<file path="src/rtl/dkong_rom_loader.sv">
// dkong_rom_loader: routes ioctl download bytes to ROM dprams, DIP/mod registers, and gates core reset.
module dkong_rom_loader #(
    parameter logic [24:0] CPU_END     = 25'h08000,
    parameter logic [24:0] SND_BASE    = 25'h0E000,
    parameter logic [24:0] SND_END     = 25'h0F000,
    parameter logic [24:0] WAV_BASE    = 25'h10000,
    parameter int          HOLD_CYCLES = 256
) (
    input  logic        clk_sys,
    input  logic        reset,
    input  logic        ioctl_download,
    input  logic [7:0]  ioctl_index,
    input  logic        ioctl_wr,
    input  logic [24:0] ioctl_addr,
    input  logic [7:0]  ioctl_dout,
    output logic        cpu_we,
    output logic        snd_we,
    output logic        wav_we,
    output logic [15:0] wr_addr,
    output logic [7:0]  wr_data,
    output logic [7:0]  mod,
    output logic [63:0] dip_sw,
    output logic [15:0] checksum,
    output logic [24:0] byte_count,
    output logic        rom_ready,
    output logic        core_reset
);
    localparam logic [24:0] WAV_END = WAV_BASE + 25'h10000;

    typedef enum logic [1:0] {IDLE, LOAD, HOLD, READY} state_t;

    state_t      state_q, state_d;
    logic [15:0] hold_q, hold_d;
    logic        dl_prev_q, loaded_q, loaded_d;
    logic        cpu_we_q, cpu_we_d, snd_we_q, snd_we_d, wav_we_q, wav_we_d;
    logic [15:0] wr_addr_q, wr_addr_d;
    logic [7:0]  wr_data_q, wr_data_d, mod_q, mod_d;
    logic [63:0] dip_q, dip_d;
    logic [15:0] checksum_q, checksum_d, cs_base;
    logic [24:0] byte_count_q, byte_count_d, bc_base;
    logic        rom_ready_q, rom_ready_d, core_reset_q, core_reset_d;
    logic        start, fall, wr, idx0, rom_wr, clr;

    always_comb begin
        start        = ioctl_download & ~dl_prev_q;
        fall         = ~ioctl_download & dl_prev_q;
        wr           = ioctl_wr & ioctl_download;
        idx0         = ioctl_index == 8'd0;
        rom_wr       = wr & idx0;
        clr          = start & idx0;
        cpu_we_d     = rom_wr && ioctl_addr < CPU_END;
        snd_we_d     = rom_wr && ioctl_addr >= SND_BASE && ioctl_addr < SND_END;
        wav_we_d     = rom_wr && ioctl_addr >= WAV_BASE && ioctl_addr < WAV_END;
        wr_addr_d    = cpu_we_d ? ioctl_addr[15:0] :
                       snd_we_d ? ioctl_addr[15:0] - SND_BASE[15:0] :
                       wav_we_d ? ioctl_addr[15:0] - WAV_BASE[15:0] : wr_addr_q;
        wr_data_d    = (cpu_we_d | snd_we_d | wav_we_d) ? ioctl_dout : wr_data_q;
        mod_d        = (wr && ioctl_index == 8'd1 && ioctl_addr == 25'd0) ? ioctl_dout : mod_q;
        dip_d        = dip_q;
        if (wr && ioctl_index == 8'd254 && ioctl_addr[24:3] == 22'd0)
            dip_d[{ioctl_addr[2:0], 3'b000} +: 8] = ioctl_dout;
        // A start coinciding with a strobe clears first, then accumulates that byte.
        cs_base      = clr ? 16'd0 : checksum_q;
        checksum_d   = cs_base + (rom_wr ? {8'd0, ioctl_dout} : 16'd0);
        bc_base      = clr ? 25'd0 : byte_count_q;
        byte_count_d = (rom_wr && ~&bc_base) ? bc_base + 25'd1 : bc_base;
        loaded_d     = clr ? 1'b0 : (state_q == LOAD && fall && idx0) ? 1'b1 : loaded_q;
        state_d      = state_q;
        hold_d       = hold_q;
        if (start) begin
            state_d = LOAD;
        end else if (state_q == LOAD && fall) begin
            state_d = HOLD;
            hold_d  = 16'(HOLD_CYCLES - 1);
        end else if (state_q == HOLD) begin
            state_d = hold_q == 16'd0 ? (loaded_q ? READY : IDLE) : HOLD;
            hold_d  = hold_q == 16'd0 ? hold_q : hold_q - 16'd1;
        end
        rom_ready_d  = state_d == READY;
        core_reset_d = state_d != READY;
    end

    always_ff @(posedge clk_sys) begin
        if (reset) begin
            state_q      <= IDLE;
            hold_q       <= '0;
            dl_prev_q    <= 1'b1;
            loaded_q     <= 1'b0;
            cpu_we_q     <= 1'b0;
            snd_we_q     <= 1'b0;
            wav_we_q     <= 1'b0;
            wr_addr_q    <= '0;
            wr_data_q    <= '0;
            mod_q        <= '0;
            dip_q        <= '0;
            checksum_q   <= '0;
            byte_count_q <= '0;
            rom_ready_q  <= 1'b0;
            core_reset_q <= 1'b1;
        end else begin
            state_q      <= state_d;
            hold_q       <= hold_d;
            dl_prev_q    <= ioctl_download;
            loaded_q     <= loaded_d;
            cpu_we_q     <= cpu_we_d;
            snd_we_q     <= snd_we_d;
            wav_we_q     <= wav_we_d;
            wr_addr_q    <= wr_addr_d;
            wr_data_q    <= wr_data_d;
            mod_q        <= mod_d;
            dip_q        <= dip_d;
            checksum_q   <= checksum_d;
            byte_count_q <= byte_count_d;
            rom_ready_q  <= rom_ready_d;
            core_reset_q <= core_reset_d;
        end
    end

    assign cpu_we     = cpu_we_q;
    assign snd_we     = snd_we_q;
    assign wav_we     = wav_we_q;
    assign wr_addr    = wr_addr_q;
    assign wr_data    = wr_data_q;
    assign mod        = mod_q;
    assign dip_sw     = dip_q;
    assign checksum   = checksum_q;
    assign byte_count = byte_count_q;
    assign rom_ready  = rom_ready_q;
    assign core_reset = core_reset_q;
endmodule

</file>
<file path="config.mk">
export PLATFORM = sky130hd
export DESIGN_NAME = dkong_rom_loader
export DESIGN_NICKNAME = d
export VERILOG_FILES = /design/src/rtl/dkong_rom_loader.sv
export SDC_FILE = /design/constraint.sdc
export NUM_CORES = 1
export LEC_CHECK = 0
export CAP_MARGIN = 20
export CORE_ASPECT_RATIO = 1.75
export CORE_MARGIN = 3
export CORE_UTILIZATION = 55
export CTS_BUF_LIST = sky130_fd_sc_hd__clkbuf_2
export CTS_CLUSTER_DIAMETER = 40
export DETAILED_ROUTE_END_ITERATION = 12
export GPL_TIMING_DRIVEN = 0
export PLACE_DENSITY = 0.88
export SYNTH_ARGS = -nofsm -noshare
export SYNTH_HDL_FRONTEND = slang
export SYNTH_SLANG_ARGS = --single-unit
</file>
<file path="constraint.sdc">
create_clock -name clk_sys -period 8.8 [get_ports clk_sys]
set_input_delay 1.76 -clock clk_sys [delete_from_list [all_inputs] [get_ports clk_sys]]
set_output_delay 1.76 -clock clk_sys [all_outputs]
set_load 0.005 [all_outputs]
</file>
# [After elaboration in Yosys (flattened, before gate mapping)]
# Index checks and enable logic that the tools add are counted.
[totals] n_memories=0 ram_bits=0 elab_cells=82 ff_bits=162 in_bits=45 latch_bits=0 romBits=0
[classes] order_cmp=5 n_shift=2 div=0 mux=16 mul=0 bitwise_logic=10 n_reduce_logical=22 eq_ne=7 n_addsub=5
[op_table] op="$mux W16" count=7
[op_table] op="$bwmux W64" count=1
[op_table] op="$shift A8 B8 Y64 const A" count=1
[op_table] op="$shiftx A8 B8 Y64" count=1
[op_table] op="$lt A25 B16 Y1 const B" count=2
[op_table] op="$mux W25" count=2
[op_table] op="$add A25 B1 Y25 const B" count=1
[op_table] op="$ge A25 B16 Y1 const B" count=1
[op_table] op="$ge A25 B17 Y1 const B" count=1
[op_table] op="$logic_not A25 Y1" count=1
[op_table] op="$lt A25 B18 Y1 const B" count=1
[op_table] op="$reduce_and A25 Y1" count=1
[op_table] op="$logic_not A22 Y1" count=1
[op_table] op="$add A16 B8 Y16" count=1
[op_table] op="$logic_not A16 Y1" count=1
[op_table] op="$sub A16 B1 Y16 const B" count=1
[op_table] op="$sub A16 B16 Y16 const B" count=1
[op_table] op="$logic_and A1 B1 Y1" count=12
[op_table] op="$mux W2" count=5
[op_table] op="$eq A8 B1 Y1 const B" count=1
[op_table] op="$eq A8 B8 Y1 const B" count=1
[op_table] op="$logic_not A8 Y1" count=1
[op_table] op="$mux W8" count=1
[op_table] op="$neg A6 Y8" count=1
[op_table] op="11 further kinds" count=20

# [Longest topological paths before layout]
[depth] ltp_word=8 depth_mapped=13

# [Least setup slack after synthesis]
# No wires, ideal clock.
[synth_path] path_type="input to register" startpoint="in ioctl_index[4]" endpoint="reg checksum_q[7], in the netlist checksum[7]" cell_stages=10 setup_slack_ps=4121 t_arrival_ps=4558 path_buffers=1 t_required_ps=8679 setup_ps=121 path_cell_list="or4_4 nor3_1 clkbuf_1 and2_1 ha_1 o21ai_0 o21a_1 or2_2 a21oi_1 mux2_2"
[synth_between] elab_chain_cells=4
[synth_rtl] item="start: declaration" line_no="12" rtl="input logic [7:0] ioctl_index,"
[synth_rtl] item="$logic_not A8 Y1 (*)" line_no="48" rtl="idx0 = ioctl_index == 8'd0;"
[synth_rtl] item="$and A1 B1 Y1 (on tied branches)" line_no="50, 49"
[synth_rtl] item="$mux W16 or $mux W8 (tied branches)" line_no="63, 64"
[synth_rtl] item="$add A16 B8 Y16 (*)" line_no="64" rtl="checksum_d = cs_base + (rom_wr ? {8'd0, ioctl_dout} : 16'd0);"
[synth_rtl] item="end signal: assignment" line_no="112" rtl="checksum_q <= checksum_d;"
[synth_rtl] item="end: declaration" line_no="39" rtl="logic [15:0] checksum_q, checksum_d, cs_base;"
# Mark *: on every way between the ends. The rest lies on a longest branch, timed or not.
# A chain may end at the register's enable or synchronous reset.

# [Final worst setup path]
[layout_path] startpoint="in ioctl_index[0]" endpoint="reg checksum_q[11], in the netlist checksum[11]"
# The elaborated chain is that of the path after synthesis.

==> flow_metrics.tcl <==
set metrics [dict create \
    fillers 998 \
    routedWlPerCell_um 18.0 \
    cts_tree "built" \
    synth_cell_types 53 \
    synth_edf_count 0 \
    grtUsageTotal 0.294 \
    fp.coreArea_sq_um 13100 \
    initialDrtViolationCount 323 \
    peakVddDrop_mv 0.172 \
    crit_slowest_cell "or4_4" \
    hold_viol 0 \
    required_ns 9.51 \
    num_vias 7119 \
    holdCritPathClass "reg -> reg" \
    drt-pass1-iter-count 8 \
    crit_type "in -> reg" \
    antenna_found_initial 1 \
    cts_buffers 17 \
    grt_pass1_wl_um 35000 \
    max-slew-margin-rel 0.373 \
    crit_chain "clkdlybuf4s50_1, or4_4, nor3_1, buf_2, clkbuf_1, and2_1, ha_1, a211oi_1, o21a_1, nor3_1, o31ai_1, mux2i_1" \
    routed_wl_um 22100 \
    drive_above_1_share 0.0570 \
    instances_no_fill 1225 \
    place.gp.congestion 0.966 \
    seq_area_frac_synth 0.437 \
    cts_resized 0 \
    setup_viol 0 \
    synth-main-ff-cell "dfxtp_1" \
    critPathBufInv 3 \
    dp_hpwl_um 16700 \
    io_pins 187 \
    startpoint_type "primary input" \
    critPathMaxStageDelay_ns 0.61 \
    ctsHtreeMaxLevel 4 \
    fmax_ghz 0.202 \
    die-width_um 93.8 \
    path_max_fanout 10 \
    drtAntennaViolNets 0 \
    ys_seq_elements 162 \
    drc 0 \
    fp.dieH_um 160 \
    synth_cells 834 \
    synth_area_per_cell_sq_um 8.91 \
    fin_skew_ns 0.0424 \
    final_max_slew_viol_count 0 \
    register_area_sq_um 3240 \
    postCtsHoldBufs 0 \
    finish.utilization 0.746 \
    via_per_inst 5.81 \
    maxCapViolations 0 \
    worstSetupEndpointType "flip-flop" \
    grt.overflow.total 0 \
    syn_nets 894 \
    dieArea_sq_um 15000 \
    critPathTopFamily "simple AND/OR/NAND/NOR gates" \
    clk_pin_slew_ns 0.30 \
    root_buffer "clkbuf_2" \
    cp_data_arrival_time_ns 5.67 \
    outcome "complete, no violations" \
    clock_path_buffers 2 \
    multi_input_area_sq_um 3950 \
    ys_warn_count 0 \
    syn_area_sq_um 7430 \
    initial_core_util 0.568 \
    post_cts_buffers 0 \
    area_growth_pct 31.3 \
    post-route-period-util 0.564 \
    rsz0062_at_grt "no" \
    clk_latency_ns 0.75 \
    leakagePower_nw 3.38 \
    synthArstFlopShare 0 \
    dp_cells 1190 \
    pwr_density_cell_nw_per_um2 128 \
    worst_slew_pin_slew_ns 0.938 \
    nets 1100 \
    finalCriticalPeriod_ns 4.96 \
    cpMostUsedCell "nor3_1" \
    num_rows 55 \
    cts.sinks 162 \
    grt_pass1_vias 7081 \
    grt_max_degree 19 \
    io_buffers 184 \
    finalSetupTns_ns 0 \
]
-- power breakdown --
part           internal, W  switching, W
logic            0.0000359     0.0000571
registers         0.000739    0.00000278
clock network    0.0000959      0.000316
-- metrics by stage --
step	total power [W]	cell area (sq um)	hold WS, ns	setup slack [ns]
global placement	0.000844	9480	0.438	2.93
global route	0.00129	9750	0.503	3.55
CTS	0.00125	9740	0.479	3.65
detailed placement	0.000846	9490	0.449	2.82
floorplan	0.000803	7430	0.446	4.12
finish	0.00125	9750	0.474	3.84
-- logic make-up (layout without fill, tap and decap cells) --
kind of cell	after synthesis	in the layout	share of synthesized area
compound gates	134	134	0.107
mux	69	69	0.0933
fa+ha+maj	15	15	0.0263
other cells	0	1	0
flops	162	162	0.437
buf+inv	61	280	0.0317
xor+xnor	15	15	0.0177
simple gates	378	378	0.288
-- tightest hold or removal path, stage by stage, from the launching register on --
cell and delay [ns]:
dfxtp_1 0.38, nand2_1 0.05, a21oi_1 0.05
-- cells in the mapped netlist (4+ instances only) --
cell	count	area share
ha_1	14	0.024
o21ai_0	17	0.011
clkbuf_1	43	0.022
a21o_1	4	0.0040
nand2b_1	29	0.024
a31oi_1	4	0.0034
or3_1	16	0.013
or2_2	4	0.0034
nand2_1	50	0.025
nand4b_1	5	0.0059
o31ai_1	14	0.014
dfxtp_1	162	0.44
nor4_4	6	0.017
nor4_1	16	0.013
a21oi_1	72	0.049
nor2b_1	4	0.0034
mux2i_1	67	0.090
inv_1	12	0.0061
nor3_1	8	0.0054
nand3_1	51	0.034
nand4_1	18	0.015
xor2_1	11	0.013
and2_1	21	0.018
a211oi_1	5	0.0051
or4_1	20	0.020
or4_4	5	0.0076
o211ai_1	5	0.0051
xnor2_1	4	0.0047
and4_1	6	0.0071
nor2_1	95	0.048
buf_2	5	0.0034
and3_1	7	0.0059
-- flip-flops by register name (all words and copies together), names as in the netlist, 2 cells and up --
register,cells
checksum,16
wr_addr,16
state_q,2
mod,8
byte_count,25
hold_q,16
dip_sw,64
wr_data,8
-- cell type report --
class	instances	share of cell area
buffer	49	0.0195
timing repair buffer	187	0.191
clock buffer	17	0.00872
tap	171	0.0219
multi-input combinational	611	0.405
inverter	12	0.00462
clock inverter	15	0.0166
antenna	1	0.000257
sequential	162	0.333
-- worst paths after layout --
check                           depth (start not counted)           start  slack, ns              to
worst min-delay path                                    2      dip_sw[44]       0.47      dip_sw[44]
worst max register to register                         12       dl_prev_q       5.35  byte_count[15]
worst min register to register                          2      dip_sw[44]       0.47      dip_sw[44]
worst max-delay path                                   12  ioctl_index[0]       3.84    checksum[11]
-- layout by cell type, fill, tap and decap left out, types with 16 or more instances in the layout --
cell / n
or4_1: 20
and2_1: 21
clkbuf_2: 17
a21oi_1: 72
nand2_1: 50
nand2b_1: 29
clkbuf_1: 43
nor2_1: 95
o21ai_0: 17
nand4_1: 18
nand3_1: 51
dfxtp_1: 162
nor4_1: 16
mux2i_1: 67
or3_1: 16
clkdlybuf4s50_1: 184
-- metal layers --
metal / up-vias / track usage / wire [um]
met3: 64 / 0.0834 / 1660
li1: 3426 / - / -
met4: 0 / 0.142 / 978
met1: 3352 / 0.302 / 7900
met2: 277 / 0.533 / 11500
met5: - / 0 / 0
No activity file was read; power rests on OpenSTA's default activity.
